## src/rtl/fractal_worker.sv

```systemverilog
// fractal_worker: computes the escape-time iteration count and pixel colour
// for one screen coordinate, for either a Julia or a Mandelbrot set, and
// presents colour/address to a memory controller until it acknowledges.
module fractal_worker #(
  parameter int          FRACTIONAL   = 11,
  parameter int          INTEGRAL     = 11,
  parameter int          WIDTH        = INTEGRAL + FRACTIONAL,
  parameter int          ITER_BITS    = 8,
  parameter int          SCREEN_W     = 640,
  parameter int          SCREEN_H     = 480,
  parameter int          PIXEL_BYTES  = 4,
  parameter logic [31:0] BASE_ADDR    = 32'h08000000,
  parameter logic [31:0] INSIDE_COLOR = 32'h00000000
) (
  input  logic                    clk,
  input  logic                    n_rst,
  input  logic [9:0]              x,
  input  logic [9:0]              y,
  input  logic                    JW_start,
  input  logic                    MC_done,
  input  logic                    mode,
  input  logic [ITER_BITS-1:0]    max_iter,
  input  logic signed [WIDTH-1:0] c_real_in,
  input  logic signed [WIDTH-1:0] c_imag_in,
  input  logic signed [WIDTH-1:0] origin_real,
  input  logic signed [WIDTH-1:0] origin_imag,
  input  logic signed [WIDTH-1:0] step,
  output logic                    JW_ready,
  output logic                    JW_done,
  output logic [31:0]             color,
  output logic [31:0]             address,
  output logic [ITER_BITS-1:0]    iter_count
);

  typedef enum logic [1:0] {IDLE, MAP, ITER, WRITE} state_t;

  localparam int MAG_W = 2 * WIDTH + 1;
  localparam logic signed [WIDTH-1:0] HALF_W = WIDTH'(SCREEN_W / 2);
  localparam logic signed [WIDTH-1:0] HALF_H = WIDTH'(SCREEN_H / 2);
  // |z|^2 escape bound: 4.0 expressed at the scale of a full product.
  localparam logic [MAG_W-1:0] MAG_LIMIT = MAG_W'(4) << (2 * FRACTIONAL);

  state_t r_state, w_state_next;

  // Job parameters captured at acceptance.
  logic [9:0]              r_x, r_y;
  logic                    r_mode;
  logic [ITER_BITS-1:0]    r_max_iter;
  logic signed [WIDTH-1:0] r_org_r, r_org_i, r_step;
  // Iteration state.
  logic signed [WIDTH-1:0] r_zr, r_zi, r_cr, r_ci;
  logic [ITER_BITS-1:0]    r_iter;
  // Result registers.
  logic [31:0]             r_color, r_address;
  logic [ITER_BITS-1:0]    r_iter_count;

  // Pixel-to-plane mapping (products wrap to WIDTH bits).
  logic signed [WIDTH-1:0] w_xoff, w_yoff, w_pr, w_pi;
  assign w_xoff = $signed({{(WIDTH-10){1'b0}}, r_x}) - HALF_W;
  assign w_yoff = $signed({{(WIDTH-10){1'b0}}, r_y}) - HALF_H;
  assign w_pr   = r_org_r + w_xoff * r_step;
  assign w_pi   = r_org_i - w_yoff * r_step;

  // Full-precision squares and cross term; magnitude is never truncated.
  logic signed [2*WIDTH-1:0] w_sq_r, w_sq_i, w_cross;
  logic [MAG_W-1:0]          w_mag;
  logic signed [WIDTH-1:0]   w_zr_next, w_zi_next;
  logic                      w_escape, w_limit;
  assign w_sq_r    = r_zr * r_zr;
  assign w_sq_i    = r_zi * r_zi;
  assign w_cross   = r_zr * r_zi;
  assign w_mag     = {1'b0, w_sq_r} + {1'b0, w_sq_i};
  assign w_escape  = (w_mag > MAG_LIMIT);
  assign w_limit   = (r_iter == r_max_iter);
  assign w_zr_next = WIDTH'((w_sq_r - w_sq_i) >>> FRACTIONAL) + r_cr;
  assign w_zi_next = WIDTH'((w_cross <<< 1) >>> FRACTIONAL) + r_ci;

  // Escape colour palette and frame-buffer address.
  logic [7:0]  w_n;
  logic [31:0] w_iter_color, w_addr;
  assign w_n          = 8'(r_iter);
  assign w_iter_color = {8'h00, w_n, ~w_n, w_n[3:0], 4'h0};
  assign w_addr       = BASE_ADDR
                      + ((32'(r_y) * 32'(SCREEN_W)) + 32'(r_x)) * 32'(PIXEL_BYTES);

  // State register.
  always_ff @(posedge clk or negedge n_rst) begin
    if (!n_rst) r_state <= IDLE;
    else        r_state <= w_state_next;
  end

  // Next-state logic; escape/limit ends ITER, MC_done ends WRITE.
  always_comb begin
    w_state_next = r_state;
    case (r_state)
      IDLE:    if (JW_start) w_state_next = MAP;
      MAP:     w_state_next = ITER;
      ITER:    if (w_escape || w_limit) w_state_next = WRITE;
      WRITE:   if (MC_done) w_state_next = IDLE;
      default: w_state_next = IDLE;
    endcase
  end

  // Datapath: latch job, seed z/c, iterate, capture result on exit from ITER.
  always_ff @(posedge clk or negedge n_rst) begin
    if (!n_rst) begin
      r_x          <= '0;
      r_y          <= '0;
      r_mode       <= 1'b0;
      r_max_iter   <= '0;
      r_org_r      <= '0;
      r_org_i      <= '0;
      r_step       <= '0;
      r_zr         <= '0;
      r_zi         <= '0;
      r_cr         <= '0;
      r_ci         <= '0;
      r_iter       <= '0;
      r_color      <= '0;
      r_address    <= '0;
      r_iter_count <= '0;
    end else begin
      case (r_state)
        IDLE: if (JW_start) begin
          r_x        <= x;
          r_y        <= y;
          r_mode     <= mode;
          r_max_iter <= max_iter;
          r_cr       <= c_real_in;
          r_ci       <= c_imag_in;
          r_org_r    <= origin_real;
          r_org_i    <= origin_imag;
          r_step     <= step;
        end
        MAP: begin
          r_iter <= '0;
          if (r_mode) begin
            r_zr <= '0;
            r_zi <= '0;
            r_cr <= w_pr;
            r_ci <= w_pi;
          end else begin
            r_zr <= w_pr;
            r_zi <= w_pi;
          end
        end
        ITER: if (w_escape || w_limit) begin
          r_iter_count <= r_iter;
          r_color      <= w_escape ? w_iter_color : INSIDE_COLOR;
          r_address    <= w_addr;
        end else begin
          r_zr   <= w_zr_next;
          r_zi   <= w_zi_next;
          r_iter <= r_iter + ITER_BITS'(1);
        end
        default: ;
      endcase
    end
  end

  assign JW_ready   = (r_state == IDLE);
  assign JW_done    = (r_state == WRITE);
  assign color      = r_color;
  assign address    = r_address;
  assign iter_count = r_iter_count;

endmodule

```

## config.mk

```make
export PLATFORM = sky130hd
export DESIGN_NAME = fractal_worker
export DESIGN_NICKNAME = d
export VERILOG_FILES = /design/src/rtl/fractal_worker.sv
export SDC_FILE = /design/constraint.sdc
export NUM_CORES = 2
export LEC_CHECK = 0
export CORE_MARGIN = 5
export CORE_UTILIZATION = 44
export CTS_BUF_LIST = sky130_fd_sc_hd__clkbuf_16
export DETAILED_ROUTE_END_ITERATION = 6
export DONT_BUFFER_PORTS = 1
export HOLD_SLACK_MARGIN = 0.02
export SLEW_MARGIN = 0
export SYNTH_ARGS = -nofsm -noshare
export SYNTH_HDL_FRONTEND = slang
export SYNTH_SLANG_ARGS = --single-unit
```

## constraint.sdc

```tcl
create_clock -name clk -period 16.92 [get_ports clk]
set_clock_uncertainty 0.2 [all_clocks]
set_input_delay 2.538 -clock clk [delete_from_list [all_inputs] [get_ports clk]]
set_output_delay 2.538 -clock clk [all_outputs]
set_load 0.01 [all_outputs]
```

==> flow_metrics.env <==
export IMPL_grt_max_degree=240
export IMPL_clk_pin_slew_ns=0.07
export IMPL_yosys_area_top_type_share_pct=42.9
export IMPL_dr_pass1_iters=7
export IMPL_cts_htree_levels=1
export IMPL_worstPathRequired_ns=17.24
export IMPL_path_class="register to register"
export IMPL_hpwlAfterDp_mm=167
export IMPL_cpMaxStageDelayCell="dfrtp_1"
export IMPL_die_w_um=420
export IMPL_clkSinkCount=239
export IMPL_ys_flop_type="dfrtp_1"
export IMPL_dieArea_um2=176000
export IMPL_drt_iter0_markers=3014
export IMPL_path_common_cell="fa_1"
export IMPL_wl_mm=201
export IMPL_place_gp_congestion=0.905
export IMPL_synth_edff_count=0
export IMPL_setup_worst_path_start="r_zr[2]$_DFFE_PN0P_"
export IMPL_slew_viol_final=0
export IMPL_stdcell_area_um2=76900
export IMPL_path_max_fanout=67
export IMPL_rr_worst_depth=38
export IMPL_fin_crit_sh_pct=79.5
export IMPL_num_fill_cells=16200
export IMPL_ant_nets=0
export IMPL_synth_yosys_seq_area_share_pct=8.10
export IMPL_start_util_pct=44.2
export IMPL_grt_pass1_vias=56900
export IMPL_rrSetupSlack_ns=3.47
export IMPL_hold_violations=0
export IMPL_startpoint_type="register"
export IMPL_violations="DRC"
export IMPL_synth_cell_types=82
export IMPL_cts_repair_resized=0
export IMPL_fin_tns_setup_ns=0
export IMPL_drive_above_1_share_pct=4.01
export IMPL_postSynthCellCount=8058
export IMPL_grt_usage_pct=23.6
export IMPL_numCtsBuffers=30
export IMPL_cts_setup_buffers=0
export IMPL_finalNetCount=10200
export IMPL_grt_pass1_wl_mm=324
export IMPL_core_um2=167000
export IMPL_yosysTopAreaCell="fa_1"
export IMPL_hold_path_class="register to register"
export IMPL_dpl_instance_area_um2=75900
export IMPL_io_pins=217
export IMPL_status="complete, but fails checks"
export IMPL_synth_area_leaders="fa_1, ha_1, inv_1, dfrtp_1, nand2_1"
export IMPL_clock_latency_ns=0.64
export IMPL_avgRoutedWirePerCell_um=20.0
export IMPL_antenna_found_initial=37
export IMPL_yosys_warnings=0
export IMPL_fmax_mhz=74.3
export IMPL_period_needed_ns=13.45
export IMPL_grt_setup_unrepaired="no"
export IMPL_regArea_um2=6000
export IMPL_cts_path_max_buffers=3
export IMPL_synth_area_um2=73800
export IMPL_synth_seq_cells=239
export IMPL_post_synth_cell_area_avg_um2=9.16
export IMPL_r2r_end="r_zr[14]$_DFFE_PN0P_"
export IMPL_syn2layout_area_growth_pct=4.13
export IMPL_ys_async_sr_fraction_pct=100
export IMPL_critical_path_max_stage_delay_ns=1.01
export IMPL_vias=52400
export IMPL_maxCapViolCount=0
export IMPL_worstMarginPinSlew_ns=1.14
export IMPL_portBuffers=0
export IMPL_cts_root_buf="clkbuf_16"
export IMPL_timing_critical_path_to="r_zr[14]$_DFFE_PN0P_"
export IMPL_slew_headroom_pct=24.2
export IMPL_end_kind="register"
export IMPL_grt_ovfl_total=0
export IMPL_setup_violations_final=0
export IMPL_arrival_ns=13.77
export IMPL_multi_input_area_um2=59100
export IMPL_die_y_um=420
export IMPL_rows=150
export IMPL_r2r_start="r_zr[2]$_DFFE_PN0P_"
export IMPL_hp_start="r_ci[7]$_DFFE_PN0P_"
export IMPL_cts_hold_buf=0
export IMPL_route_detailed_drc=2
export IMPL_cts_tree="done"
export IMPL_via_per_inst=5.20
==> how the worst min path moves through the flow <==
stage | cells after the start | endpoint | slack, ns
2_1_floorplan | 2 | r_ci[0]$_DFFE_PN0P_ | 0.26
3_3_place_gp | 2 | r_ci[13]$_DFFE_PN0P_ | 0.27
3_5_place_dp | 2 | r_ci[10]$_DFFE_PN0P_ | 0.29
4_1_cts | 2 | r_ci[7]$_DFFE_PN0P_ | 0.30
5_1_grt | 1 | r_org_i[0]$_DFFE_PN0P_ | 0.32
6_report | 2 | r_ci[7]$_DFFE_PN0P_ | 0.29
==> registers in the layout (all words and copies together), names as in the netlist, 8 cells and up <==
name        cells
r_org_r        22
iter_count      8
color          16
r_org_i        22
r_max_iter      8
r_ci           22
r_cr           22
r_iter          8
r_zr           22
r_x            10
r_step         22
r_zi           22
address        22
r_y            10
==> layer usage <==
metal / up-vias / global-route usage [%] / part of all wire [%] / routed length, um
li1: 23700 / - / - / -
met1: 27100 / 30.7 / 42 / 83800
met2: 1287 / 40.5 / 49 / 99100
met3: 280 / 3.88 / 5.9 / 11900
met4: 24 / 6.86 / 3.3 / 6570
met5: - / 0 / 0.062 / 125
==> worst max-delay path: cells and delay by family (launching register included) <==
family	cells	cell delay [ns]
fa+ha+maj	9	3.71
simple gates	14	4.60
flops	1	1.01
buf+inv	6	1.61
compound gates	8	1.97
xor+xnor	1	0.15
==> synth_stat cells (84+ instances only) <==
master / number
o21ai_0: 159
dfrtp_1: 239
clkbuf_1: 311
and2_1: 388
fa_1: 1582
mux2_2: 130
nand2_1: 909
ha_1: 649
xnor2_1: 256
nand2b_1: 84
nor2b_1: 112
a21oi_1: 226
nor2_1: 288
inv_1: 1948
==> cells by family (layout without fill, tap and decap cells) <==
kind of cell,Yosys count,count (layout),share of synthesized area [%]
buffers and inverters,2321,2100,12.0
muxes,180,180,2.66
AOI/OAI and AO/OA,741,741,6.45
and+or+nand+nor,2005,2005,12.8
other,1,52,0.00508
adders and majority gates,2231,2231,53.9
DFF,239,239,8.10
xor gates and xnor gates,340,340,4.05
==> per-stage QoR <==
| step | hold slack, ns | std cells | utilization (%) | setup WS [ns] |
|---|---|---|---|---|
| 5_1_grt | 0.319 | 10100 | 46.0 | 2.76 |
| 3_3_place_gp | 0.270 | 10000 | 45.4 | 3.64 |
| 3_5_place_dp | 0.287 | 10000 | 45.4 | 3.53 |
| 4_1_cts | 0.298 | 10100 | 46.0 | 3.49 |
| 6_report | 0.291 | 10100 | 46.0 | 3.47 |
| 2_1_floorplan | 0.256 | 8080 | - | 6.16 |
==> layout by cell type (no fill, tap or decap), types with 12 or more instances in the layout <==
cell type  instances
diode_2           29
dfrtp_2           12
a21oi_1          226
or3_1             15
xnor2_1          256
o21ai_0          159
inv_1           1948
nor2_1           287
a21o_1            75
mux2_2           130
nand2_1          907
mux2i_1           50
and3_1            31
clkbuf_16         30
nor2b_1          112
buf_4             90
conb_1            23
and2_1           388
nor3_1            51
nand4_1           21
a211oi_1          21
clkinv_1          15
o21a_1            31
a22oi_1           35
nand3_1           52
o21bai_1          20
dfrtp_1          227
a31oi_1           25
fa_1            1582
or2_2             13
o41ai_1           13
xor2_1            83
ha_1             647
nand2b_1          84
==> layout make-up <==
type,count,area share (%)
clock buffer,30,0.976
timing repair buffer,90,0.879
antenna,29,0.0944
inverter,1956,9.55
sequential,239,7.80
clock inverter,24,0.259
multi-input combinational,5520,76.9
tap,2204,3.59
Power is left out: the tool's default activity adds up to more than one toggle a clock period on the data nets, which glitch-free logic cannot reach.
